==> config.mk <==
export PLATFORM = sky130hd
export DESIGN_NAME = branch_resolve_unit
export DESIGN_NICKNAME = d
export VERILOG_FILES = /design/src/rtl/branch_resolve_unit.sv
export SDC_FILE = /design/constraint.sdc
export NUM_CORES = 1
export LEC_CHECK = 0
export CORE_MARGIN = 2
export CORE_UTILIZATION = 47
export CTS_CLUSTER_SIZE = 20
export DETAILED_ROUTE_END_ITERATION = 12
export GPL_TIMING_DRIVEN = 0
export PLACE_DENSITY = 0.82
export SLEW_MARGIN = 20
export SYNTH_ARGS = -nofsm -noshare
export SYNTH_HDL_FRONTEND = slang
export SYNTH_SLANG_ARGS = --single-unit
export TNS_END_PERCENT = 10
==> constraint.sdc <==
create_clock -name clk -period 4.91 [get_ports clk]
set_input_delay 1.473 -clock clk [delete_from_list [all_inputs] [get_ports clk]]
set_output_delay 1.473 -clock clk [all_outputs]
set_load 0.01 [all_outputs]
==> src/rtl/branch_resolve_unit.sv <==
// Execute-stage conditional-branch resolver with a single registered result stage,
// valid/ready handshake, flush kill and saturating branch/mispredict counters.
module branch_resolve_unit #(
  parameter int XLEN  = 32,
  parameter int CNT_W = 16
) (
  input  logic             clk,
  input  logic             rst,
  input  logic             flush,
  input  logic             in_valid,
  output logic             in_ready,
  input  logic [2:0]       funct3,
  input  logic [XLEN-1:0]  rs1,
  input  logic [XLEN-1:0]  rs2,
  input  logic [XLEN-1:0]  pc,
  input  logic [XLEN-1:0]  imm,
  input  logic             pred_taken,
  output logic             out_valid,
  input  logic             out_ready,
  output logic             taken,
  output logic [XLEN-1:0]  target,
  output logic [XLEN-1:0]  redirect_pc,
  output logic             mispredict,
  output logic             illegal,
  output logic [CNT_W-1:0] br_count,
  output logic [CNT_W-1:0] mp_count
);

  localparam logic [2:0] F_BEQ  = 3'b000;
  localparam logic [2:0] F_BNE  = 3'b001;
  localparam logic [2:0] F_BLT  = 3'b100;
  localparam logic [2:0] F_BGE  = 3'b101;
  localparam logic [2:0] F_BLTU = 3'b110;
  localparam logic [2:0] F_BGEU = 3'b111;

  logic            eq, gtu, gts, lts, ltu;
  logic            cond_taken, cond_illegal, cond_mp;
  logic [XLEN-1:0] cond_target, cond_redirect;
  logic            accept;

  assign in_ready = !out_valid || out_ready;
  assign accept   = in_valid && in_ready && !flush;

  // Signed compare: differing sign bits decide outright, otherwise the magnitudes do.
  assign eq  = (rs1 == rs2);
  assign gtu = (rs1 > rs2);
  assign gts = (rs1[XLEN-1] != rs2[XLEN-1]) ? rs2[XLEN-1]
                                             : (rs1[XLEN-2:0] > rs2[XLEN-2:0]);
  assign lts = !gts && !eq;
  assign ltu = !gtu && !eq;

  always_comb begin
    // NOTE: every output of this block gets a default first so no path infers a latch.
    cond_taken   = 1'b0;
    cond_illegal = 1'b0;
    case (funct3)
      F_BEQ:   cond_taken = eq;
      F_BNE:   cond_taken = !eq;
      F_BLT:   cond_taken = lts;
      F_BGE:   cond_taken = !lts;
      F_BLTU:  cond_taken = ltu;
      F_BGEU:  cond_taken = !ltu;
      default: cond_illegal = 1'b1;
    endcase
  end

  assign cond_mp       = cond_taken ^ pred_taken;
  assign cond_target   = pc + imm;
  assign cond_redirect = cond_taken ? cond_target : (pc + XLEN'(4));

  // NOTE: state is updated with non-blocking assignments so every register samples pre-edge values.
  always_ff @(posedge clk or posedge rst) begin
    if (rst) begin
      out_valid   <= 1'b0;
      taken       <= 1'b0;
      target      <= '0;
      redirect_pc <= '0;
      mispredict  <= 1'b0;
      illegal     <= 1'b0;
      br_count    <= '0;
      mp_count    <= '0;
    end else if (flush) begin
      out_valid <= 1'b0;
    end else if (accept) begin
      out_valid   <= 1'b1;
      taken       <= cond_taken;
      target      <= cond_target;
      redirect_pc <= cond_redirect;
      mispredict  <= cond_mp;
      illegal     <= cond_illegal;
      if (!cond_illegal && (br_count != '1)) br_count <= br_count + CNT_W'(1);
      if (cond_mp && (mp_count != '1))       mp_count <= mp_count + CNT_W'(1);
    end else if (out_ready) begin
      out_valid <= 1'b0;
    end
  end

endmodule

==> results of run 1 <==
## stage by stage
| stage | util | area [µm²] |
|---|---|---|
| 4_1_cts | 0.6708 | 10080 |
| 3_3_place_gp | 0.6494 | 9763 |
| 2_1_floorplan | - | 7156 |
| 5_1_grt | 0.6786 | 10200 |
| 6_report | 0.6786 | 10200 |
| 3_5_place_dp | 0.6516 | 9796 |
## final cells by class
| type | instances | area [µm²] |
|---|---|---|
| Clock buffer | 13 | 270.3 |
| Inverter | 53 | 203.9 |
| Tap cell | 188 | 235.2 |
| Buffer | 17 | 76.32 |
| Timing Repair Buffer | 246 | 2460 |
| Sequential cell | 100 | 2502 |
| Multi-Input combinational cell | 633 | 4434 |
| Fill cell | 1213 | 4832 |
| Clock inverter | 3 | 18.77 |
## cell usage in the layout, fill, tap and decap left out, types with 12 or more instances in the layout
cell,synthesis,final
clkdlybuf4s50_1,0,237
nor3_1,12,12
xor2_1,38,38
inv_1,53,52
o21ai_0,54,54
a21o_1,16,16
nand2_1,83,83
mux2_2,33,33
nor2_1,61,61
clkbuf_1,12,12
dfrtp_1,100,100
xnor2_1,49,49
nand3_1,39,39
a21oi_1,64,64
ha_1,66,66
nand4_1,17,17
## cell families (layout without fill, tap and decap cells)
logic type | Yosys count | count (layout) | synth area share
simple gates | 260 | 260 | 0.1738
compound gates | 180 | 180 | 0.1534
flops | 100 | 100 | 0.3497
xor+xnor | 87 | 87 | 0.1065
buf+inv | 70 | 332 | 0.03759
fa+ha+maj | 67 | 67 | 0.1182
mux | 39 | 39 | 0.06085
## critical path: stages
cell	delay (ps)
clkdlybuf4s50_1	450
inv_1	40
ha_1	310
a2111oi_1	370
o21ai_1	110
o311ai_1	170
nand4b_1	240
a2111oi_4	420
o221ai_1	230
a2bb2oi_4	280
clkbuf_4	280
buf_2	270
a21oi_1	100
o21ai_0	190
## path summary, 6_finish.rpt
path / start / endpoint / slack, ps
setup / recovery: rs2[19] / redirect_pc[5] / 220
hold / removal: redirect_pc[30] / redirect_pc[30] / 480
setup reg to reg: br_count[5] / br_count[11] / 2280
hold reg to reg: redirect_pc[30] / redirect_pc[30] / 480
max in group asynchronous: rst / redirect_pc[8] / 2790
min in group asynchronous: rst / mp_count[4] / 1480
## synth_stat cells, types with 4 or more instances
| master | n |
|---|---|
| dfrtp_1 | 100 |
| nand2_1 | 83 |
| ha_1 | 66 |
| a21oi_1 | 64 |
| nor2_1 | 61 |
| o21ai_0 | 54 |
| inv_1 | 53 |
| xnor2_1 | 49 |
| nand3_1 | 39 |
| xor2_1 | 38 |
| mux2_2 | 33 |
| nand4_1 | 17 |
| a21o_1 | 16 |
| clkbuf_1 | 12 |
| nor3_1 | 12 |
| and3_1 | 9 |
| and4_1 | 8 |
| nor2b_1 | 8 |
| o21bai_1 | 7 |
| nand2b_1 | 6 |
| a31oi_1 | 5 |
| buf_2 | 5 |
| mux2i_1 | 5 |
| o21a_1 | 5 |
| nor3b_1 | 4 |
| o21ai_1 | 4 |
## timing repair
action,CTS,global route
resized for setup,0,14
endpoints found under the setup margin,0,39
buffers inserted,0,8
## power groups by stage
| stage | registers [µW] | logic, µW | clock network, µW |
|---|---|---|---|
| 2_1_floorplan | 1220 | 500 | 0 |
| 5_1_grt | 1170 | 1360 | 745 |
| 4_1_cts | 1150 | 1240 | 709 |
| 6_report | 1150 | 1250 | 695 |
| 3_3_place_gp | 1150 | 1210 | 0 |
| 3_5_place_dp | 1160 | 1230 | 0 |
## state kept, by name (all words and copies together), names as in the netlist
name,count
br_count,16
illegal,1
mispredict,1
mp_count,16
out_valid,1
redirect_pc,32
taken,1
target,32
## routing by layer
metal  routed length (µm)  part of all wire
met1                 8971              0.44
met2                 9812              0.48
met3                 1089             0.053
met4                  524             0.026
met5                    0                 0
==> metrics, run 1 <==
max cap viols=0; antenna viol nets, final=0; Pleak=0.004493 µW; Fin Clk Skew=7.528 ps; cells after synthesis=803; largest cells by area after synthesis=dfrtp_1 35%, ha_1 12%, xnor2_1 6.0%; WP data required=5170 ps; total CTS buffers=9; die area=16230 µm²; insertion delay to the later sink of the worst-skew pair=350 ps; Clock transition at path regs=70 ps; initial DRC count=343; Rows=45; maximum VDD drop=0.2134 mV; vias in the first global route=6727; Total Routing Usage GR=0.2541; Achievable Freq=213.2 MHz; Period minus WS final=4691 ps; Clk network pwr share=0.225; Reg2Reg Depth=11; first-pass GRT wire length=32850 µm; CTS sink cnt=100; slew at the pin with the worst max-slew slack=779.1 ps; Seq/Total Area, Yosys=0.3497; clock root cell=clkbuf_16; met3 Track Usage GR=0.03978; WS Path Type=in -> reg; hold slack=476.1 ps; Final Max Tran Viols=0; Main synth FF type=dfrtp_1; Core ar.=15030 µm²; combinational power share=0.404; post-placement cell count=1229; area delta synth->final=42.56%; Worst setup EP type=flop; busiest layer in global routing=met2; Starting Density=0.4760; post-synth cell types=56; pwr/cell area=303.2 nW/µm²; Detailed Place HPWL=16490 µm; HP Class=reg -> reg; final worst path period share=0.9553; setup tns final=0 ps; DRT Pass-1 Iters=4; largest net degree at the start of global routing=66; Clock Path Buffers=2; fraction of layout cells with a size suffix above 1=0.07418; Post-Synthesis Cell Area=7156 µm²; Placement Setup Slack=-321.9 ps; Max FO, Critical Path=10; H-Tree Depth=3; relative slew slack=0.4766; GPL Wtd Cong=0.9128; post-synthesis register bit count=100; via count=6869; Worst Path Arrival=4950 ps; DRC=0; routed len/inst=16.28 µm; nets@finish=1264; Hold Path Cell Cnt=2; total grt overflow=0; run status=finished, final reports clean; Critical Path Source Type=input port; Die X=127.4 µm; # hold bufs at CTS=0; Fin. Hold Viols=0; asr flop ratio synth=1.000; EDFF count, synth=0; grt met1 use=0.3273; final total power=3093 µW; M2 GR Usage=0.4316; TritonCTS clock tree=yes; setup violators final=0; initial antenna violation count=0; Int Pwr=2089 µW; leading area contributor after synthesis=dfrtp_1; Switching Power=1004 µW; I/O pin cnt=238; Cell Count, Final, Fillers Out=1253; Seq pwr share=0.371; syn nets=1007; routed vias/inst=5.482; sw frac=0.3245; Yosys Warn Count=0; diode count=0; WL final=20400 µm; Port Buffers=237; Die Ht=127.4 µm; final worst slack=219.3 ps; share of the synthesized area in the top cell type=0.3497; Syn Area/Cell=8.911 µm²
Note: power is estimated with default switching activity, not from simulation.
==> run 2: changes to the inputs <==
--- a/config.mk
+++ b/config.mk
@@ -5,8 +5,9 @@
 export SDC_FILE = /design/constraint.sdc
 export NUM_CORES = 1
 export LEC_CHECK = 0
+export ABC_AREA = 1
 export CORE_MARGIN = 2
-export CORE_UTILIZATION = 47
+export CORE_UTILIZATION = 49
 export CTS_CLUSTER_SIZE = 20
 export DETAILED_ROUTE_END_ITERATION = 12
 export GPL_TIMING_DRIVEN = 0
==> metrics, run 2 <==
Fin Clk Skew=14.26 ps (was 7.528 ps); Final Max Tran Viols=0 (unchanged); Post-Synthesis Cell Area=8207 µm² (was 7156 µm²); Yosys Warn Count=0 (unchanged); most common cell after layout, fill and taps aside=nand2_1 (was clkdlybuf4s50_1); maximum VDD drop=0.1981 mV (was 0.2134 mV); asr flop ratio synth=1.000 (unchanged); Int Pwr=1922 µW (was 2089 µW); Achievable Freq=241.9 MHz (was 213.2 MHz); die area=17800 µm² (was 16230 µm²); relative slew slack=0.5710 (was 0.4766); nets@finish=1623 (was 1264); run status=finished, final reports clean (unchanged); Starting Density=0.4984 (was 0.4760); final core occ=0.6777 (was 0.6786); Rows=47 (was 45); share of the synthesized area in the top cell type=0.3049 (was 0.3497); Pleak=0.005346 µW (was 0.004493 µW); crit path max-delay cell type=clkdlybuf4s50_1 (unchanged); initial antenna violation count=0 (unchanged); largest family of logic cells by synthesized area=simple AND/OR/NAND/NOR gates (unchanged); TritonCTS clock tree=yes (unchanged); Synth top cells by count=352 x nand2_1, 138 x inv_1, 100 x dfrtp_1 (was 100 x dfrtp_1, 83 x nand2_1, 66 x ha_1); RR Startpoint=mp_count[0] (was br_count[5]); max cap viols=0 (unchanged); Worst Path Arrival=2660 ps (was 4950 ps); antenna viol nets, final=0 (unchanged); area delta synth->final=35.97% (was 42.56%); hold endpoint=redirect_pc[6] (was redirect_pc[30]); Max FO, Critical Path=3 (was 10); Port Buffers=237 (unchanged); post-synthesis compound-gate area fraction=0.1282 (was 0.1533); routed len/inst=15.76 µm (was 16.28 µm); GPL Wtd Cong=0.9533 (was 0.9128); hold path startpoint=redirect_pc[6] (was redirect_pc[30]); Seq pwr share=0.365 (was 0.371); Hold Path Cell Cnt=2 (unchanged); Critical Path Source Type=input port (unchanged); slew at the pin with the worst max-slew slack=643.5 ps (was 779.1 ps); EDFF count, synth=0 (unchanged); RSZ-0062 raised after global routing=false; most frequent cells in the layout=352 x nand2_1, 237 x clkdlybuf4s50_1, 137 x inv_1 (was 237 x clkdlybuf4s50_1, 100 x dfrtp_1, 83 x nand2_1); Top Registers=redirect_pc (32), target (32) (unchanged); count leader, synth=nand2_1 (was dfrtp_1); DRT Pass-1 Iters=5 (was 4); setup violators final=0 (unchanged); post-synthesis mux area share=0 (was 0.06085); Detailed Place HPWL=21650 µm (was 16490 µm); Fin. Hold Viols=0 (unchanged); Switching Power=1092 µW (was 1004 µW); Die Ht=133.4 µm (was 127.4 µm); post-CTS sizing=0 (unchanged); post-synth cell types=42 (was 56); Worst setup EP type=primary output (was flop); slowest stage delay, CP=590 ps (was 450 ps); first-pass GRT wire length=41760 µm (was 32850 µm); Reg2Reg Depth=9 (was 11); setup repair bufs after CTS=0 (unchanged); cells after synthesis=1170 (was 803); WL final=25890 µm (was 20400 µm); HP Class=reg -> reg (unchanged); Die X=133.4 µm (was 127.4 µm); sw frac=0.3624 (was 0.3245); Clock Path Buffers=2 (unchanged); simple-gate share of the synthesized area=0.2987 (was 0.1738); Period minus WS final=4133 ps (was 4691 ps); Total Routing Usage GR=0.2946 (was 0.2541); combinational power share=0.412 (was 0.404); Core ar.=16470 µm² (was 15030 µm²); diode count=0 (unchanged); final worst path period share=0.8418 (was 0.9553); worst r2r dst=mp_count[4] (was br_count[11]); CTS sink cnt=100 (unchanged); initial DRC count=490 (was 343); total number of cells along the worst setup path=4 (was 14); total CTS buffers=9 (unchanged); WS Path Type=in -> out (was in -> reg); total grt overflow=0 (unchanged); post-synthesis xor/xnor area fraction=0.08431 (was 0.1065); H-Tree Depth=3 (unchanged); Reg2Reg Setup Slack=2420 ps (was 2280 ps); largest cells by area after synthesis=dfrtp_1 30%, nand2_1 16%, ha_1 10% (was dfrtp_1 35%, ha_1 12%, xnor2_1 6.0%); Main synth FF type=dfrtp_1 (unchanged); # hold bufs at CTS=0 (unchanged); routed vias/inst=5.259 (was 5.482); insertion delay to the later sink of the worst-skew pair=350 ps (about the same); Seq/Total Area, Yosys=0.3049 (was 0.3497); vias in the first global route=8448 (was 6727); leading area contributor after synthesis=dfrtp_1 (unchanged); delay-heaviest family, CP=buffers and inverters (was compound AO/OA/AOI/OAI gates); WP data required=3440 ps (was 5170 ps); CP cell instances=clkdlybuf4s50_1, inv_1, nand2_1, clkdlybuf4s50_1 (was clkdlybuf4s50_1, inv_1, ha_1, a2111oi_1, o21ai_1, o311ai_1, nand4b_1, a2111oi_4, o221ai_1, a2bb2oi_4, clkbuf_4, buf_2, a21oi_1, o21ai_0); Syn Area/Cell=7.014 µm² (was 8.911 µm²); pwr/cell area=270.1 nW/µm² (was 303.2 nW/µm²); I/O pin cnt=238 (unchanged); clock root cell=clkbuf_16 (unchanged); via count=8641 (was 6869); post-synthesis register bit count=100 (unchanged); fraction of layout cells with a size suffix above 1=0.04427 (was 0.07418); worst path bufs/invs=3 (was 4); largest net degree at the start of global routing=79 (was 66); Clock transition at path regs=70 ps (about the same); DRC=0 (unchanged); post-synthesis adder-cell area fraction=0.1031 (was 0.1182); final total power=3014 µW (was 3093 µW); Worst Setup SP=out_ready (was rs2[19]); Layout fillers=1436 (was 1213); cell mode on critical path=clkdlybuf4s50_1; syn nets=1374 (was 1007); Clk network pwr share=0.223 (was 0.225)
==> run 2: how the worst max path moves through the flow <==
stage / endpoint / slack, ps
2_1_floorplan: br_count[0] / 820
5_1_grt: redirect_pc[9] / 680
3_5_place_dp: redirect_pc[31] / 560
4_1_cts: in_ready / 760
3_3_place_gp: redirect_pc[12] / -710
6_report: in_ready / 780
==> run 2: cell families after synthesis <==
family | after synthesis
compound gates | 188
xor+xnor | 79
fa+ha+maj | 67
buf+inv | 165
flops | 100
simple gates | 571
==> run 2: tightest hold or removal path, cell delays in order, from the launching register on <==
cell	delay, ps
dfrtp_1	340
nand2_1	50
nand2_1	60
==> run 2: area by class of cell <==
cell class	count	area [µm²]	share of cell area
buffer	25	137.6	0.01233
clock buffer	9	225.2	0.02018
clock inverter	6	46.29	0.004149
inverter	140	530.5	0.04754
multi-input combinational	905	5041	0.4518
sequential	100	2502	0.2243
tap	220	275.3	0.02467
timing repair buffer	238	2400	0.2151
==> run 2: stage by stage <==
stage	cell area [µm²]	TNS, ps	setup WS (ps)	hold WS [ps]	instances
after floorplan	8207	0	818.2	515.5	1170
after global placement	10850	-70310	-709.6	462.4	1627
after detailed placement	10890	0	556.2	463.7	1628
after CTS	11160	0	764.9	482.7	1643
after global routing	11160	0	680.5	506.1	1643
final	11160	0	776.6	481.9	1643
==> run 2: per-layer routing <==
| layer | share of wire | vias up | global-route usage |
|---|---|---|---|
| met5 | 0 | - | 0 |
| met3 | 0.060 | 45 | 0.03919 |
| met4 | 0.028 | 0 | 0.09338 |
| li1 | - | 4326 | - |
| met2 | 0.49 | 329 | 0.5166 |
| met1 | 0.42 | 3941 | 0.3774 |
==> run 2: power by group through the flow <==
stage / logic [µW] / registers (µW) / clock network, µW
floorplan: 539 / 1160 / 0
global placement: 1210 / 1110 / 0
detailed placement: 1240 / 1110 / 0
CTS: 1240 / 1100 / 678
global route: 1360 / 1110 / 713
finish: 1240 / 1100 / 672
==> run 3: changes to the inputs <==
==> constraint.sdc (replaced) <==
create_clock -name clk -period 4.07 [get_ports clk]
set_input_delay 1.221 -clock clk [delete_from_list [all_inputs] [get_ports clk]]
set_output_delay 1.221 -clock clk [all_outputs]
set_load 0.01 [all_outputs]
==> results of run 3 <==
Same layout as run 2 (identical final DEF). Status: finished, final reports clean.
Main changes from that run: setup slack after placement 556.2 ps -> -31.79 ps; clock-pin slew on the worst setup and hold paths 70 ps -> 80 ps; setup slack after layout 776.6 ps -> 303.2 ps; start point of the critical path out_ready -> pc[2]; end point of the critical path in_ready -> redirect_pc[31]; register-to-register setup slack 2420 ps -> 1580 ps; total power 3014 µW -> 3636 µW; worst IR drop on VDD 0.1981 mV -> 0.2390 mV
